File: src/rtl/clk_frac_div_ctrl_if.sv
// Divisor configuration handshake between a host and the
// fractional clock divider controller.
interface clk_frac_div_ctrl_if #(
  parameter int CNT_W = 8
);
  logic             cfg_valid;
  logic [CNT_W-1:0] cfg_div;
  logic             cfg_ready;
  logic             cfg_err;

  modport master (
    output cfg_valid,
    output cfg_div,
    input  cfg_ready,
    input  cfg_err
  );

  modport slave (
    input  cfg_valid,
    input  cfg_div,
    output cfg_ready,
    output cfg_err
  );
endinterface

File: src/rtl/clk_frac_div_ctrl.sv
// Sequencer for the half-integer clock divider flops.
// Owns phase counter and divisor; changes apply on frame edges.
module clk_frac_div_ctrl #(
  parameter int CNT_W       = 8,
  parameter int DEFAULT_DIV = 7
) (
  input  logic                   clk,
  input  logic                   rst,
  input  logic                   enable,
  clk_frac_div_ctrl_if.slave     cfg,
  output logic                   pos_set,
  output logic                   neg_set,
  output logic                   frame_start,
  output logic                   busy,
  output logic [CNT_W-1:0]       cur_div
);

  localparam logic [CNT_W-1:0] LP_DEF = CNT_W'(DEFAULT_DIV);
  localparam logic [CNT_W-1:0] LP_ONE = CNT_W'(1);
  localparam logic [CNT_W-1:0] LP_MIN = CNT_W'(3);

  typedef enum logic [1:0] {
    S_OFF,
    S_RUN,
    S_DRAIN
  } state_t;

  state_t           r_state;
  state_t           w_state_nxt;
  logic [CNT_W-1:0] r_cnt;
  logic [CNT_W-1:0] r_div;
  logic [CNT_W-1:0] r_pend_div;
  logic             r_pend;
  logic             r_err;

  logic [CNT_W-1:0] w_half;
  logic [CNT_W-1:0] w_len;
  logic             w_odd;
  logic             w_active;
  logic             w_last;
  logic             w_xfer;
  logic             w_load;

  assign w_odd    = r_div[0];
  assign w_half   = r_div >> 1;
  assign w_len    = w_odd ? r_div : w_half;
  assign w_active = (r_state != S_OFF);
  assign w_last   = w_active && (r_cnt == w_len - LP_ONE);
  assign w_xfer   = cfg.cfg_valid & ~r_pend;
  assign w_load   = w_xfer && (cfg.cfg_div >= LP_MIN);

  assign cfg.cfg_ready = ~r_pend;
  assign cfg.cfg_err   = r_err;
  assign cur_div       = r_div;

  // State register
  always_ff @(posedge clk) begin
    if (rst) r_state <= S_OFF;
    else     r_state <= w_state_nxt;
  end

  // Next state: stop requests always finish the current frame
  always_comb begin
    w_state_nxt = r_state;
    unique case (r_state)
      S_OFF:   if (enable) w_state_nxt = S_RUN;
      S_RUN:   if (!enable)
                 w_state_nxt = w_last ? S_OFF : S_DRAIN;
      S_DRAIN: if (w_last) w_state_nxt = S_OFF;
      default: w_state_nxt = S_OFF;
    endcase
  end

  // Set enables decoded from phase and divisor
  always_comb begin
    busy        = w_active;
    frame_start = w_active && (r_cnt == '0);
    pos_set     = 1'b0;
    neg_set     = 1'b0;
    if (w_active) begin
      if (w_odd) begin
        pos_set = (r_cnt == '0) ||
                  (r_cnt == w_half + LP_ONE);
        neg_set = (r_cnt == LP_ONE) ||
                  (r_cnt == w_half + LP_ONE);
      end else if (w_half == LP_ONE) begin
        pos_set = (r_cnt == '0);
      end else begin
        pos_set = (r_cnt < (w_half >> 1));
      end
    end
  end

  // Phase counter, divisor, pending slot and error pulse
  always_ff @(posedge clk) begin
    if (rst) begin
      r_cnt      <= '0;
      r_div      <= LP_DEF;
      r_pend_div <= LP_DEF;
      r_pend     <= 1'b0;
      r_err      <= 1'b0;
    end else begin
      r_err <= w_xfer & ~w_load;
      if (!w_active || w_last) r_cnt <= '0;
      else                     r_cnt <= r_cnt + LP_ONE;
      if (!w_active) begin
        if (w_load) r_div <= cfg.cfg_div;
      end else if (w_last) begin
        if (w_load) begin
          r_div <= cfg.cfg_div;
        end else if (r_pend) begin
          r_div  <= r_pend_div;
          r_pend <= 1'b0;
        end
      end else if (w_load) begin
        r_pend     <= 1'b1;
        r_pend_div <= cfg.cfg_div;
      end
    end
  end

endmodule
File: src/flat_wrapper.sv
// flat-port wrapper written by rule: the top's interface ports become plain ports
module clk_frac_div_ctrl_flat 
#(
  parameter int CNT_W       = 8,
  parameter int DEFAULT_DIV = 7
)
  (clk, rst, enable, pos_set, neg_set, frame_start, busy, cur_div, cfg_cfg_valid, cfg_cfg_div, cfg_cfg_ready, cfg_cfg_err);
  clk_frac_div_ctrl_if #(.CNT_W(CNT_W)) cfg_i ();
  input  logic clk;
  input  logic rst;
  input  logic enable;
  output logic pos_set;
  output logic neg_set;
  output logic frame_start;
  output logic busy;
  output logic [CNT_W-1:0] cur_div;
  input wire logic [$bits(cfg_i.cfg_valid)-1:0] cfg_cfg_valid;
  input wire logic [$bits(cfg_i.cfg_div)-1:0] cfg_cfg_div;
  output wire logic [$bits(cfg_i.cfg_ready)-1:0] cfg_cfg_ready;
  output wire logic [$bits(cfg_i.cfg_err)-1:0] cfg_cfg_err;
  assign cfg_i.cfg_valid = cfg_cfg_valid;
  assign cfg_i.cfg_div = cfg_cfg_div;
  assign cfg_cfg_ready = cfg_i.cfg_ready;
  assign cfg_cfg_err = cfg_i.cfg_err;
  clk_frac_div_ctrl #(.CNT_W(CNT_W), .DEFAULT_DIV(DEFAULT_DIV)) u_core (.clk(clk), .rst(rst), .enable(enable), .cfg(cfg_i), .pos_set(pos_set), .neg_set(neg_set), .frame_start(frame_start), .busy(busy), .cur_div(cur_div));
endmodule
File: config.mk
export PLATFORM = sky130hd
export DESIGN_NAME = clk_frac_div_ctrl_flat
export DESIGN_NICKNAME = d
export VERILOG_FILES = /design/src/rtl/clk_frac_div_ctrl_if.sv /design/src/rtl/clk_frac_div_ctrl.sv /design/src/flat_wrapper.sv
export SDC_FILE = /design/constraint.sdc
export NUM_CORES = 1
export LEC_CHECK = 0
export BUFFER_PORTS_ARGS = -buffer_cell sky130_fd_sc_hd__buf_2
export CORE_AREA = 2 2 63 80
export DETAILED_ROUTE_END_ITERATION = 6
export DIE_AREA = 0 0 65 82
export GPL_TIMING_DRIVEN = 0
export PLACE_DENSITY = 0.8
export RECOVER_POWER = 25
export SLEW_MARGIN = 20
export SYNTH_ARGS = -nofsm -noshare
export SYNTH_HDL_FRONTEND = slang
export SYNTH_SLANG_ARGS = --single-unit
File: constraint.sdc
create_clock -name clk -period 2.9 [get_ports clk]
set_input_delay 0 -clock clk [delete_from_list [all_inputs] [get_ports clk]]
set_output_delay 0 -clock clk [all_outputs]
set_load 0.02 [all_outputs]
=== Word level (Yosys, flattened, before mapping) ===
Index checks and enable logic that the tools add are counted.

* Div/mod/pow operators: 0
* Equal/unequal tests: 12
* Muxes and demuxes: 19
* Bitwise operators: 5
* $mul: 0
* Order comparisons: 2
* Add/sub/neg operators: 3
* Reduce and logical (&&, ||, !) cells: 17
* Shift operators: 0

{| class="wikitable"
|+ Operators with widths
! operator !! number
|-
| 8-bit 2-to-1 mux || 6
|-
| 8-bit == test || 2
|-
| 3-bit AND reduction || 4
|-
| 7-bit by 1-bit adder with 8-bit output (second input constant) || 1
|-
| 8-bit by 1-bit adder with 8-bit output (second input constant) || 1
|-
| 8-bit by 1-bit == test with 1-bit output (second input constant) || 1
|-
| 8-bit by 2-bit >= comparator with 1-bit output (second input constant) || 1
|-
| 8-bit logical NOT || 1
|-
| 8-bit by 6-bit less-than comparator with 1-bit output || 1
|-
| 1-bit 2-to-1 mux || 8
|-
| 2-bit 2-to-1 mux || 4
|-
| 2-bit inequality test (second input constant) || 4
|-
| 8-bit by 1-bit subtractor with 8-bit output (second input constant) || 1
|-
| 7-bit by 1-bit == test with 1-bit output (second input constant) || 1
|-
| 2-bit one-hot mux with 3 select lines || 1
|-
| 2-bit nonzero test || 3
|-
| 1-bit logical AND || 3
|-
| 1-bit logical OR || 3
|-
| 3-bit by 2-bit inequality test with 1-bit output (second input constant) || 1
|-
| 1-bit NOT || 3
|-
| 1-bit AND || 2
|-
| 2-bit by 1-bit == test with 1-bit output (second input constant) || 1
|-
| 2-bit == test (second input constant) || 1
|-
| 2-bit logical NOT || 1
|-
| other kinds (3) || 3
|}

* Input bits: 12
* ROM bits: 0
* Memories kept: 0
* Bits in latches: 0
* Logic and storage cells: 64
* Memory bits (writable): 0
* Flip-flop bits (word level): 28
* Output and inout bits: 14

=== Depth between registers and ports, before layout ===
* Depth after elaboration: 7
* Mapped depth: 15
* Mapped depth without buffers: 13

=== Least setup slack after synthesis ===
OpenSTA, ideal clock, no wires.

* Path type: register to register
* From: register u_core.r_div[0], in the netlist u_core.cur_div[0]
* To: register u_core.r_div[0], in the netlist u_core.cur_div[0]
* Cell stages (with the launch flop): 16
* Buffers on the path: 2
* Data arrival time: 3123 ps
* Setup slack: -363 ps
* Data required time: 2759 ps
* Library setup time: 141 ps
* Period minus slack after synthesis: 3263 ps
* Cells stage by stage: dfxtp_1 > buf_6 > buf_2 > mux2i_1 > ha_1 > nand2b_1 > a211o_1 > a211oi_1 > o2bb2ai_1 > nor4_1 > ha_1 > nand2_1 > nand2_1 > nor2_1 > a311oi_4 > a221oi_1

* Longest elaborated chain between the ends: 6
* Elaborated cells on any way between the ends: 7

{| class="wikitable"
|+ RTL lines
! what !! RTL line !! text
|-
| start: declaration || clk_frac_div_ctrl.sv:31 || <nowiki>logic [CNT_W-1:0] r_div;</nowiki>
|-
| start signal: assignment || clk_frac_div_ctrl.sv:107 || <nowiki>if (w_load) r_div <= cfg.cfg_div;</nowiki>
|-
| start signal: assignment || clk_frac_div_ctrl.sv:110 || <nowiki>r_div <= cfg.cfg_div;</nowiki>
|-
| start signal: assignment || clk_frac_div_ctrl.sv:112 || <nowiki>r_div <= r_pend_div;</nowiki>
|-
| 8-bit 2-to-1 mux (*) || clk_frac_div_ctrl.sv:46 || <nowiki>assign w_len = w_odd ? r_div : w_half;</nowiki>
|-
| 8-bit by 1-bit subtractor with 8-bit output (*) || clk_frac_div_ctrl.sv:48 || <nowiki>assign w_last = w_active && (r_cnt == w_len - LP_ONE);</nowiki>
|-
| 8-bit == test (*) || clk_frac_div_ctrl.sv:48 ||
|-
| 1-bit logical AND (*) || clk_frac_div_ctrl.sv:48 ||
|-
| 3-bit by 2-bit inequality test with 1-bit output (no source line) / 2-bit inequality test (equally long branches) || - ||
|-
| 3-bit AND reduction (no source line) (*) || - ||
|}

Every way passes the cells marked *; elsewhere a longest branch is shown, timed or not.
A chain may end at the register's enable or synchronous reset.

=== Worst setup path after layout ===
* From: register u_core.r_div[2], in the netlist u_core.cur_div[2]
* To: register u_core.r_div[2], in the netlist u_core.cur_div[2]

Same word-level chain as after synthesis.

==> results.md <==
- CTS tree: done
- Synth cell types: 56
- Vias in the first global route: 1801
- Most frequent cells in the layout: nor2_1, dfxtp_1, buf_2
- Worst Setup SP: u_core.cur_div[2]
- Die Wd: 65 um
- CP Max Fanout: 8
- Psw: 0.325 mW
- Max Root-Sink Buffers: 2
- Clock power frac: 23.8%
- Max-slew headroom: 45.2%
- Mapped Nets: 272
- IO buf count: 25
- Mapped Area: 2190 sq um
- First-pass GRT wire length: 8.02 mm
- Crit path launch type: register
- Gpl congestion: 0.992
- Row cnt: 28
- Io pins: 26
- Req. time, crit path: 3.06 ns
- YS warnings: 0
- Post-DP Area: 2420 sq um
- Initial drt markers: 83
- Die Y: 82 um
- Clk_lat worst skew: 0.28 ns
- Final WL: 5.05 mm
- RSZ-0062 raised after global routing: yes
- Fin crit period: 2.97 ns
- Area grow syn2layout: 22.3%
- Switching share of power: 32.3%
- Placed cell count: 332
- Post-synth EDFFs: 0
- P_int: 0.680 mW
- Post-route setup TNS: -0.426 ns
- #FFs+latches synth: 28
- Part of the power in combinational logic: 33.6%
- Syn avg cell area: 8.87 sq um
- Max Slew Vio Count: 0
- Final ANT Viol Nets: 0
- Asr flop ratio synth: 0%
- Reg2Reg Launch Point: u_core.cur_div[2]
- Seq. cell area: 572 sq um
- Max Clock Skew: 0.00628 ns
- Final HPWL DP: 3.70 mm
- Pwr/cell area: 375 nW/um^2
- WL/cell: 14.3 um
- Max Cap Viol: 0
- Status: finished, violations left
- Num CTS Buffers: 3
- Max Fclk: 0.337 GHz
- Final setup slack of the worst path: -0.0668 ns
- Fin crit share: 102%
- Hold_ws: 0.00497 ns
- Multi-input logic area: 1510 sq um
- Clock root buffer master: clkbuf_8
- DRC viols: 0
- # diodes: 0
- HP Class: input port to register
- Initial core utilization: 47.8%
- Setup Crit Path Kind: register to register
- DRT Pass-1 Iters: 5
- Register area share after synthesis: 25.6%
- Initial antenna violation count: 0
- Final core occ: 58.4%
- CP Capture Point: u_core.cur_div[2]
- Failing checks: negative setup slack
- CP arrival: 3.12 ns
- Finished Cell Area: 2680 sq um
- R2R Setup Slk: -0.07 ns
- Core area: 4590 sq um
- Post-Layout Cell Count: 353
- Leading cell type in the layout, fill and taps excluded: nor2_1
- # setup viols final: 8
- Post-synth top flop: dfxtp_1
- H-Tree Depth: 1
- Fill cells: 401
- Slew @ Worst Pin: 0.819 ns
- Setup crit end kind: register
- Grt ovf: 0
- Layout cells sized above 1: 28.7%
- Static Leakage: 1.10 nW
- Largest net degree at the start of global routing: 16
- Die Area: 5330 sq um
- DR vias: 1943
- # clock sinks: 28
- R2R cell count: 15
- Post-synthesis cell count: 247
- Maximum VDD drop: 0.317 mV
- NumNets Final: 319
- Sequential Power Share: 42.6%
- Avg Vias per Cell: 5.50
- Final Hold Viols: 0
- Global-route usage over all layers: 19.2%
- Clock-pin slew on the worst setup and hold paths: 0.09 ns
- R2r endpoint: u_core.cur_div[2]
==> repair_timing <==
action                                  CTS  global route
endpoints found under the setup margin   16            16
hold buffers                              2             2
resized for setup                        12            10
buffers inserted                          9             8
endpoints found under the hold margin     3             2
pin swaps                                10             8
==> cells by family after synthesis <==
kind of cell	Yosys count	synth area share (%)
buf+inv	34	9.19
mux	20	9.99
simple gates	87	21.6
flops	28	25.6
xor+xnor	27	10.8
compound gates	38	15.4
fa+ha+maj	13	7.42
==> flip-flops by register name, indices dropped and copies added, names as in the netlist <==
name / cells
u_core.cfg.cfg_err: 1
u_core.r_pend: 1
u_core.r_cnt: 8
u_core.r_pend_div: 8
u_core.cur_div: 8
u_core.r_state: 2
==> layout make-up <==
cell class / count / share of cell area [%]
Tap cell: 60 / 2.80
Buffer: 14 / 4.25
Multi-Input combinational cell: 185 / 56.4
Sequential cell: 28 / 21.3
Inverter: 17 / 2.38
Timing Repair Buffer: 45 / 10.8
Clock buffer: 4 / 2.05
==> how the worst min path moves through the flow <==
stage               cells after the start                    to  slack, ns      startpoint
floorplan                               1    u_core.cfg.cfg_err       0.08             rst
global placement                        3     u_core.r_state[1]       0.27          enable
detailed placement                      3     u_core.r_state[1]       0.28          enable
CTS                                     3  u_core.r_pend_div[4]      0.004  cfg_cfg_div[4]
global route                            3  u_core.r_pend_div[4]      0.004  cfg_cfg_div[4]
finish                                  3  u_core.r_pend_div[4]      0.005  cfg_cfg_div[4]
==> synth_stat cells (all sizes together) (6+ instances only) <==
cell type  instances  area, sq um
nand3              7         35.0
a211oi             7         57.6
nand2              9         33.8
inv               17         63.8
mux2i             15          163
dfxtp             28          561
buf               11          105
clkbuf             6         32.5
nor2              30          120
nor3               7         46.3
xor2               9         78.8
and2               6         37.5
ha                13          163
xnor2             18          158
==> through the flow <==
stage | power (mW) | setup slack [ns]
after floorplan | 0.665 | 0.0151
after global placement | 0.731 | -0.181
after detailed placement | 0.738 | -0.301
after CTS | 1.00 | -0.0159
after global routing | 1.06 | -0.149
final | 1.00 | -0.0668
==> per-layer routing <==
layer,vias up,part of all wire (%),wire (um),global-route usage (%)
li1,974,-,-,-
met1,904,40,2020,20.6
met2,52,53,2690,35.5
met3,13,4.4,223,3.29
met4,0,2.4,121,10.4
met5,-,0,0,0
==> worst max-delay path: stages, from the launching register on <==
cell,delay (ns)
dfxtp_4,0.36
buf_8,0.12
mux2i_1,0.15
ha_2,0.25
nand2b_4,0.06
a211o_1,0.26
a211oi_2,0.19
o2bb2ai_2,0.14
nor4_4,0.33
ha_2,0.25
nand2_4,0.07
nand2_4,0.10
nor2_4,0.04
a311oi_4,0.28
buf_6,0.17
a221oi_1,0.08
==> power by group through the flow <==
| stage | sequential (mW) | combinational, mW | clock (mW) |
|---|---|---|---|
| 2_1_floorplan | 0.441 | 0.224 | 0 |
| 3_3_place_gp | 0.433 | 0.298 | 0 |
| 3_5_place_dp | 0.434 | 0.304 | 0 |
| 4_1_cts | 0.425 | 0.328 | 0.247 |
| 5_1_grt | 0.432 | 0.368 | 0.265 |
| 6_report | 0.428 | 0.338 | 0.239 |
Power figures use the tool's default switching activity.
